==> config.mk <==
export PLATFORM = sky130hd
export DESIGN_NAME = br_port_ctrl
export DESIGN_NICKNAME = d
export VERILOG_FILES = /design/src/rtl/br_port_ctrl_pkg.sv /design/src/rtl/br_port_ctrl.sv
export SDC_FILE = /design/constraint.sdc
export NUM_CORES = 1
export LEC_CHECK = 0
export CAP_MARGIN = 20
export CORE_ASPECT_RATIO = 0.6
export CORE_MARGIN = 5
export CORE_UTILIZATION = 36
export CTS_CLUSTER_DIAMETER = 30
export DETAILED_ROUTE_END_ITERATION = 8
export GPL_ROUTABILITY_DRIVEN = 0
export HOLD_SLACK_MARGIN = 0.05
export PLACE_DENSITY = 0.95
export SLEW_MARGIN = 5
export SYNTH_ARGS = -nofsm -noshare
export SYNTH_HDL_FRONTEND = slang
export SYNTH_SLANG_ARGS = --single-unit
==> constraint.sdc <==
create_clock -name clk -period 2.9 [get_ports clk]
set_input_delay 0.58 -clock clk [delete_from_list [all_inputs] [get_ports clk]]
set_output_delay 0.58 -clock clk [all_outputs]
set_load 0.1 [all_outputs]
==> src/rtl/br_port_ctrl_pkg.sv <==
// Shared definitions for the BR register bank and its port controller:
// bank geometry, controller state encoding and the hardwired-zero address.
package br_port_ctrl_pkg;

  localparam int NREG = 32;
  localparam int AW   = 5;
  localparam int DW   = 32;

  localparam logic [AW-1:0] X0_ADDR = '0;

  typedef enum logic [1:0] {
    INIT = 2'd0,
    IDLE = 2'd1,
    ACK  = 2'd2
  } state_e;

  function automatic logic is_x0(input logic [AW-1:0] addr);
    return addr == X0_ADDR;
  endfunction

endpackage

==> src/rtl/br_port_ctrl.sv <==
// Port controller in front of BR: clears x1..x31 after reset, then shares the
// write port and the a2 read port between the core and a debug/loader master.
module br_port_ctrl
  import br_port_ctrl_pkg::*;
#(
  parameter int unsigned STARVE_MAX = 4
) (
  input  logic          clk,
  input  logic          rst_n,
  input  logic          core_we,
  input  logic [AW-1:0] core_a3,
  input  logic [DW-1:0] core_wd3,
  input  logic [AW-1:0] core_a2,
  output logic          core_stall,
  output logic          busy,
  input  logic          dbg_req,
  input  logic          dbg_wr,
  input  logic [AW-1:0] dbg_addr,
  input  logic [DW-1:0] dbg_wdata,
  output logic          dbg_ack,
  output logic [DW-1:0] dbg_rdata,
  output logic          br_we,
  output logic [AW-1:0] br_a3,
  output logic [DW-1:0] br_wd3,
  output logic [AW-1:0] br_a2,
  input  logic [DW-1:0] br_rd2
);

  localparam int SW = $clog2(STARVE_MAX + 1);
  localparam logic [SW-1:0] STARVE_LIMIT = SW'(STARVE_MAX);
  localparam logic [AW-1:0] LAST_REG     = AW'(NREG - 1);

  state_e        state;
  logic [AW-1:0] clr_cnt;
  logic [SW-1:0] starve_cnt;

  logic core_wr_ok;
  logic starved;
  logic dbg_read;
  logic dbg_write;
  logic core_wins;

  assign core_wr_ok = core_we && !is_x0(core_a3);
  assign starved    = (starve_cnt == STARVE_LIMIT);

  // NOTE: every output gets a default before the case so no path leaves a
  // variable unassigned, which would otherwise infer a latch.
  always_comb begin
    br_we      = 1'b0;
    br_a3      = core_a3;
    br_wd3     = core_wd3;
    br_a2      = core_a2;
    core_stall = 1'b0;
    busy       = 1'b0;
    dbg_ack    = 1'b0;
    dbg_read   = 1'b0;
    dbg_write  = 1'b0;
    core_wins  = 1'b0;

    if (!rst_n) begin
      core_stall = 1'b1;
      busy       = 1'b1;
    end else begin
      case (state)
        INIT: begin
          br_we      = 1'b1;
          br_a3      = clr_cnt;
          br_wd3     = '0;
          core_stall = 1'b1;
          busy       = 1'b1;
        end
        IDLE: begin
          if (dbg_req && !dbg_wr) begin
            // Stalled instruction replays next cycle, so its write is masked.
            dbg_read   = 1'b1;
            br_a2      = dbg_addr;
            core_stall = 1'b1;
          end else if (dbg_req && dbg_wr && (!core_we || starved)) begin
            dbg_write  = 1'b1;
            br_we      = !is_x0(dbg_addr);
            br_a3      = dbg_addr;
            br_wd3     = dbg_wdata;
            core_stall = core_we;
          end else begin
            br_we     = core_wr_ok;
            core_wins = dbg_req && dbg_wr;
          end
        end
        ACK: begin
          br_we   = core_wr_ok;
          dbg_ack = 1'b1;
        end
        default: begin
          core_stall = 1'b1;
          busy       = 1'b1;
        end
      endcase
    end
  end

  // NOTE: sequential state uses non-blocking assignments so every register
  // samples the pre-edge values regardless of statement order.
  always_ff @(posedge clk or negedge rst_n) begin
    if (!rst_n) begin
      state      <= INIT;
      clr_cnt    <= AW'(1);
      starve_cnt <= '0;
      dbg_rdata  <= '0;
    end else begin
      case (state)
        INIT: begin
          clr_cnt <= clr_cnt + AW'(1);
          if (clr_cnt == LAST_REG) state <= IDLE;
        end
        IDLE: begin
          if (dbg_read) begin
            dbg_rdata <= br_rd2;
            state     <= ACK;
          end else if (dbg_write) begin
            starve_cnt <= '0;
            state      <= ACK;
          end else if (core_wins) begin
            starve_cnt <= starve_cnt + SW'(1);
          end
        end
        ACK:     state <= IDLE;
        default: state <= INIT;
      endcase
    end
  end

endmodule

==> results of run 1 <==
[sequential cells by signal (all words and copies together) (netlist names)]
signal      flops
state           2
clr_cnt         5
starve_cnt      3
dbg_rdata      32
[cell usage in the layout, fill, tap and decap left out, types with 4 or more instances in the layout]
master | netlist | layout
a221o_1 | 5 | 5
a22o_1 | 32 | 30
and3_1 | 6 | 6
buf_12 | 0 | 48
buf_4 | 1 | 50
clkbuf_8 | 0 | 6
clkdlybuf4s50_1 | 0 | 111
dfrtp_1 | 41 | 41
ha_1 | 8 | 7
inv_1 | 7 | 4
mux2_2 | 39 | 39
nand2_1 | 11 | 9
o21ai_0 | 7 | 5
[repair_timing]
item,in CTS,in global routing
cloned,0,2
pin swaps,0,3
hold buffers,0,0
endpoints found under the setup margin,20,29
setup buffers,0,2
gates resized for setup,3,16
[cell families after synthesis]
| kind of cell | count (synthesis) | share of synthesized area |
|---|---|---|
| XOR/XNOR | 3 | 0.0109 |
| adder cells (fa/ha/maj) | 8 | 0.0414 |
| AND/OR/NAND/NOR | 35 | 0.0848 |
| flip-flops | 42 | 0.435 |
| buffers and inverters | 20 | 0.0502 |
| AO/OA/AOI/OAI | 55 | 0.196 |
| multiplexers | 39 | 0.181 |
[worst max-delay path by stage]
stage / slack (ps) / from / end / depth (start not counted)
final: 70 / dbg_addr[2] / br_we / 7
after global routing: -20 / starve_cnt[1] / br_a3[3] / 9
after global placement: 50 / core_we / br_wd3[10] / 7
after CTS: 20 / dbg_wr / br_wd3[9] / 7
after floorplan: 170 / state[1] / br_wd3[11] / 7
after detailed placement: -20 / dbg_wr / br_wd3[1] / 7
[power by group through the flow]
stage                     registers, mW  logic [mW]  clock network [mW]
final                              1.05        4.79               0.380
after floorplan                    2.70        1.61                   0
after CTS                          1.05        4.68               0.393
after detailed placement           1.06        4.68                   0
after global placement             1.03        4.61                   0
after global routing               1.09        4.91               0.428
[Yosys cell counts, types with 4 or more instances]
library cell   n
buf_2          4
nand2_1       11
buf_6          5
a221o_1        5
dfrtp_1       41
o21ai_0        7
a22o_1        32
ha_1           8
and3_1         6
inv_1          7
mux2_2        39
[metrics by stage]
stage | setup slack, ps | power [mW] | util | hold WS, ps
3_5_place_dp | -21.7 | 5.73 | 0.746 | 496
5_1_grt | -17.2 | 6.42 | 0.781 | 335
2_1_floorplan | 167 | 4.31 | - | 284
6_report | 71.6 | 6.22 | 0.781 | 342
3_3_place_gp | 50.4 | 5.64 | 0.746 | 476
4_1_cts | 16.1 | 6.12 | 0.760 | 327
[routing by layer]
| layer | track usage | up-vias | part of all wire |
|---|---|---|---|
| met2 | 0.389 | 105 | 0.54 |
| met4 | 0.0502 | 0 | 0.016 |
| met1 | 0.270 | 1234 | 0.38 |
| met3 | 0.0486 | 15 | 0.062 |
| met5 | 0 | - | 0 |
| li1 | - | 1192 | - |
[final cells by class]
type                    count  area share
repair buffers            216       0.496
clock buffers               7      0.0168
flip-flops and latches     42       0.204
well taps                  87      0.0212
multi-input cells         140       0.254
clock inverters             1    0.000973
inverters                   7     0.00584
[critical path, delay by kind of cell]
family,cells,cell delay [ps]
buffers and inverters,3,770
and+or+nand+nor,2,670
AOI/OAI and AO/OA,2,210
==> metrics, run 1 <==
cells on worst reg2reg path 6; maxcap violations 0; fin. max-slew vios 0; Primary FF master, synth dfrtp_1; Initial Utilization 0.367; Yosys warnings 0; pwr dens 1210 nW/um^2; layout cells sized above 1 0.404; input/output buffers 193; ANT cells 0; final hold violation count 0; vias per inst a little over 5; library cells used by synthesis 36; clk root buf clkbuf_8; top-area cell type share of the netlist area 0.424; fmax 0.354 GHz; sequential fraction of the synthesis area 0.435; Clock Tree Buf Depth 2; LEAKAGE approximately 2.3 nW; post-route insts no fill 500; first-pass GRT wire length 14,500 um; largest net degree at the start of global routing 38; Cell Chain, Critical Path clkdlybuf4s50_1 > or4_1 > nor2_1 > a2111oi_2 > buf_4 > o2bb2ai_2 > buf_12; Clk network pwr share 0.061; nature of the critical path endpoint output pin; VDD IR-drop max about 1.1 mV; Area contributors post-synth dfrtp_1 42%, mux2_2 18%, a22o_1 12%; Post-Syn Area 2420 um^2; slowest stage delay, CP 530 ps; Post-Place Cell Area 4910 um^2; Via Count ~2,500; Post-synth ARST share 1.00; TritonCTS clock tree built; H-tree depth 2; Ports 194; Inserted Clock Buffers 5; Worst setup SP type primary input; register area 1050 um^2; switching power total 3.73 mW; DRT iter0 DRCs 137; FF-to-FF Start state[1]; DRT Pass-1 Iters 4; Die H between 70 and 80 um; multi-input logic area 1310 um^2; Synth area leader dfrtp_1; Post-Route WL 10,100 um; Worst R2R End dbg_rdata[5]; Post-synth EDFFs 0; Slew HR 0.771; fillers 393; initial antenna violation count 0; arrival time worst endpoint between 2000 and 2500 ps; number of remaining DRC errors 0; sw frac 0.599; Setup Skew around 4.8 ps; Slowest cell on crit path or4_1; CP Data Required Time 2320 ps; # rows 23; placed cell count 488; Total GRT Usage 0.218; Worst-path clk slew 80 ps; Critical Path Fanout Max 2; Final Net Count 536; Syn Area/Cell 12.0 um^2; TNS Setup 0 ps; total global routing overflow 0; status completed; core box area roughly 6600 um^2; WS Path Type in2out; DRT antenna net count 0; clk sinks 42; vias in the first global route 2,746; Sequential Power Share 0.169; Chip Width between 100 and 150 um; Power Internal 2.49 mW; Tcrit/Tclk final 0.975; clock latency on the worst-skew pair between 200 and 300 ps; Routed wire per std cell 20.3 um; detailed placer's ending HPWL 8110 um; Syn Inst Count 202; synthesized flop and latch total 42; post-route cell area just over 5000 um^2; Hold Crit Class in2async; die area 8520 um^2; fin crit period roughly 2800 ps; Worst Max-Slew Pin Slew 335 ps; setup violators final 0; R2R Setup Slk 1030 ps; Logic pwr share 0.770; Synth Net Count 326; Layout area overhead 113%
Note: power is estimated with default switching activity, not from simulation.
==> run 2, diff against run 1 <==
- CAP_MARGIN: 20 -> unset
- TNS_END_PERCENT: unset -> 100
==> results of run 2 <==
Final layout, timing and power as in run 1 (identical DEF).
==> run 3, diff against run 2 <==
- SETUP_SLACK_MARGIN: unset -> 0.15
==> metrics, run 3 (same netlist as run 1, synthesis figures left out) <==
unrepaired setup endpoints after global routing true; Layout area overhead 121% (was 113%); Worst Max-Slew Pin Slew 336 ps (was 335 ps); clk sinks 42 (unchanged); DR WL met2 6150 um (was 5520 um); clk root buf clkbuf_8 (unchanged); Worst R2R End state[0] (was dbg_rdata[5]); fin crit period 2810 ps (was 2830 ps); Ports 194 (unchanged); total global routing overflow 0 (unchanged); Critical Path Fanout Max 2 (unchanged); VDD IR-drop max 1.13 mV (was 1.14 mV); Top reg by flops dbg_rdata (unchanged); first-pass GRT wire length 14,900 um (was 14,500 um); maxcap violations 0 (unchanged); Clock Tree Buf Depth 2 (unchanged); CP Data Required Time 2320 ps (about the same); top layer used by detailed routing met4 (unchanged); core box area 6590 um^2 (unchanged); status completed (unchanged); Slew HR 0.770 (was 0.771); slowest stage delay, CP 470 ps (was 530 ps); commonest non-fill, non-tap cells in the layout 108 x clkdlybuf4s50_1, 59 x buf_4, 48 x buf_12, 41 x dfrtp_1, 39 x mux2_2 (was 111 x clkdlybuf4s50_1, 50 x buf_4, 48 x buf_12, 41 x dfrtp_1, 39 x mux2_2); Hold Crit Class in2async (unchanged); fin util 0.811 (was 0.781); DRT antenna net count 0 (unchanged); Via Count 2,622 (was 2,546); Regs by FF count dbg_rdata: 32 flops, clr_cnt: 5 flops, starve_cnt: 3 flops (unchanged); fin. max-slew vios 0 (unchanged); max reg flops 32 (unchanged); WS Path Type in2out (unchanged); Slowest cell on crit path or4_1 (unchanged); Initial Utilization 0.367 (unchanged); clock latency on the worst-skew pair 280 ps (about the same); H-tree depth 2 (unchanged); Clk network pwr share 0.060 (was 0.061); number of remaining DRC errors 0 (unchanged); input/output buffers 193 (unchanged); cells on worst reg2reg path 7 (was 6); switching power total 3.79 mW (was 3.73 mW); metal1 wirelength 4190 um (was 3820 um); arrival time worst endpoint 2230 ps (was 2250 ps); largest net degree at the start of global routing 38 (unchanged); final hold violation count 0 (unchanged); WL met3 593 um (was 631 um); layout cells sized above 1 0.446 (was 0.404); Final Net Count 547 (was 536); Sequential Power Share 0.166 (was 0.169); vias per inst 5.13 (was 5.09); Chip Width 116 um (unchanged); LEAKAGE 2.44 nW (was 2.34 nW); overall power 6.38 mW (was 6.22 mW); detailed placer's ending HPWL 8110 um (unchanged); Tcrit/Tclk final 0.968 (was 0.975); Worst setup SP type primary input (unchanged); commonest non-fill, non-tap cell in the layout clkdlybuf4s50_1 (unchanged); Die H 73.5 um (unchanged); Buf/Inv on CP 3 (unchanged); ANT cells 0 (unchanged); Power Internal 2.58 mW (was 2.49 mW); # rows 23 (unchanged); crit-path leading delay family buffers and inverters (unchanged); vias in the first global route 2,778 (was 2,746); setup violators final 0 (unchanged); placed cell count 488 (unchanged); Post-Route WL 11,200 um (was 10,100 um); Cell Chain, Critical Path clkdlybuf4s50_1 > or4_1 > nor2_1 > a2111oi_2 > buf_4 > o2bb2ai_2 > buf_12 (unchanged); pwr dens 1190 nW/um^2 (was 1210 nW/um^2); nature of the critical path endpoint output pin (unchanged); Inserted Clock Buffers 5 (unchanged); fmax 0.356 GHz (was 0.354 GHz); FF-to-FF Start clr_cnt[0] (was state[1]); DRT Pass-1 Iters 4 (unchanged); Total GRT Usage 0.225 (was 0.218); R2R Setup Slk 1020 ps (was 1030 ps); TritonCTS clock tree built (unchanged); Worst-path clk slew 80 ps (about the same); fillers 346 (was 393); post-route insts no fill 511 (was 500); die area 8520 um^2 (unchanged); Setup Skew 4.80 ps (about the same); initial antenna violation count 0 (unchanged); sw frac 0.595 (was 0.599); DRT iter0 DRCs 161 (was 137); Routed wire per std cell 21.9 um (was 20.3 um); Logic pwr share 0.773 (was 0.770)
run 3: cell types whose count changed in the layout (fill, tap and decap cells not counted), sizes merged:
cell / change
buf: +10
clkbuf: +1
clkdlybuf4s50: -3
clkinvlp: -1
dlygate4sd2: +5
dlymetal6s2s: -2
inv: +1
run 3: stage by stage:
stage	setup slack, ps	instance area, um^2	setup TNS (ps)	hold WS, ps
finish	92.5	5340	0	364
CTS	125	5070	0	338
global route	46.7	5340	0	354
detailed placement	-21.7	4910	-58.5	496
global placement	50.4	4910	0	476
floorplan	167	2430	0	284
run 3: power groups by stage:
stage          sequential, mW  combinational [mW]  clock, mW
2_1_floorplan            2.70                1.61          0
6_report                 1.06                4.93      0.385
5_1_grt                  1.09                5.05      0.428
3_3_place_gp             1.03                4.61          0
3_5_place_dp             1.06                4.68          0
4_1_cts                  1.05                4.71      0.393
run 3: repair_timing:
action / CTS / global route
pin swaps: 6 / 2
resized for setup: 17 / 18
hold buffers: 0 / 0
hold endpoints to repair: 0 / 0
cloned: 0 / 4
setup buffers: 5 / 6
endpoints found under the setup margin: 38 / 43
run 3: worst reg2reg max path: stages, from the launching register on:
cell and delay (ps):
dfstp_2 570, ha_1 160, and3_1 160, ha_1 220, or3b_2 450, o21ai_0 70, o21ai_0 90, nand3b_1 110
run 3: how the worst max path moves through the flow:
stage | endpoint | slack (ps) | startpoint | cells past startpoint
2_1_floorplan | br_wd3[11] | 170 | state[1] | 7
3_3_place_gp | br_wd3[10] | 50 | core_we | 7
3_5_place_dp | br_wd3[1] | -20 | dbg_wr | 7
4_1_cts | br_a3[0] | 130 | dbg_req | 7
5_1_grt | br_a3[3] | 50 | starve_cnt[1] | 9
6_report | br_we | 90 | dbg_addr[2] | 7
run 3: layout make-up:
class,count,area [um^2],share of cell area
timing repair buffer,227,2650,0.496
multi-input combinational,140,1420,0.265
sequential,42,1050,0.197
tap,87,109,0.0204
clock buffer,7,86.3,0.0162
inverter,7,26.3,0.00492
clock inverter,1,5.00,0.000937
run 3: per-layer routing:
metal,global-route usage,vias up
met2,0.403,98
met3,0.0494,20
met1,0.278,1292
met5,0,-
li1,-,1212
met4,0.0502,0
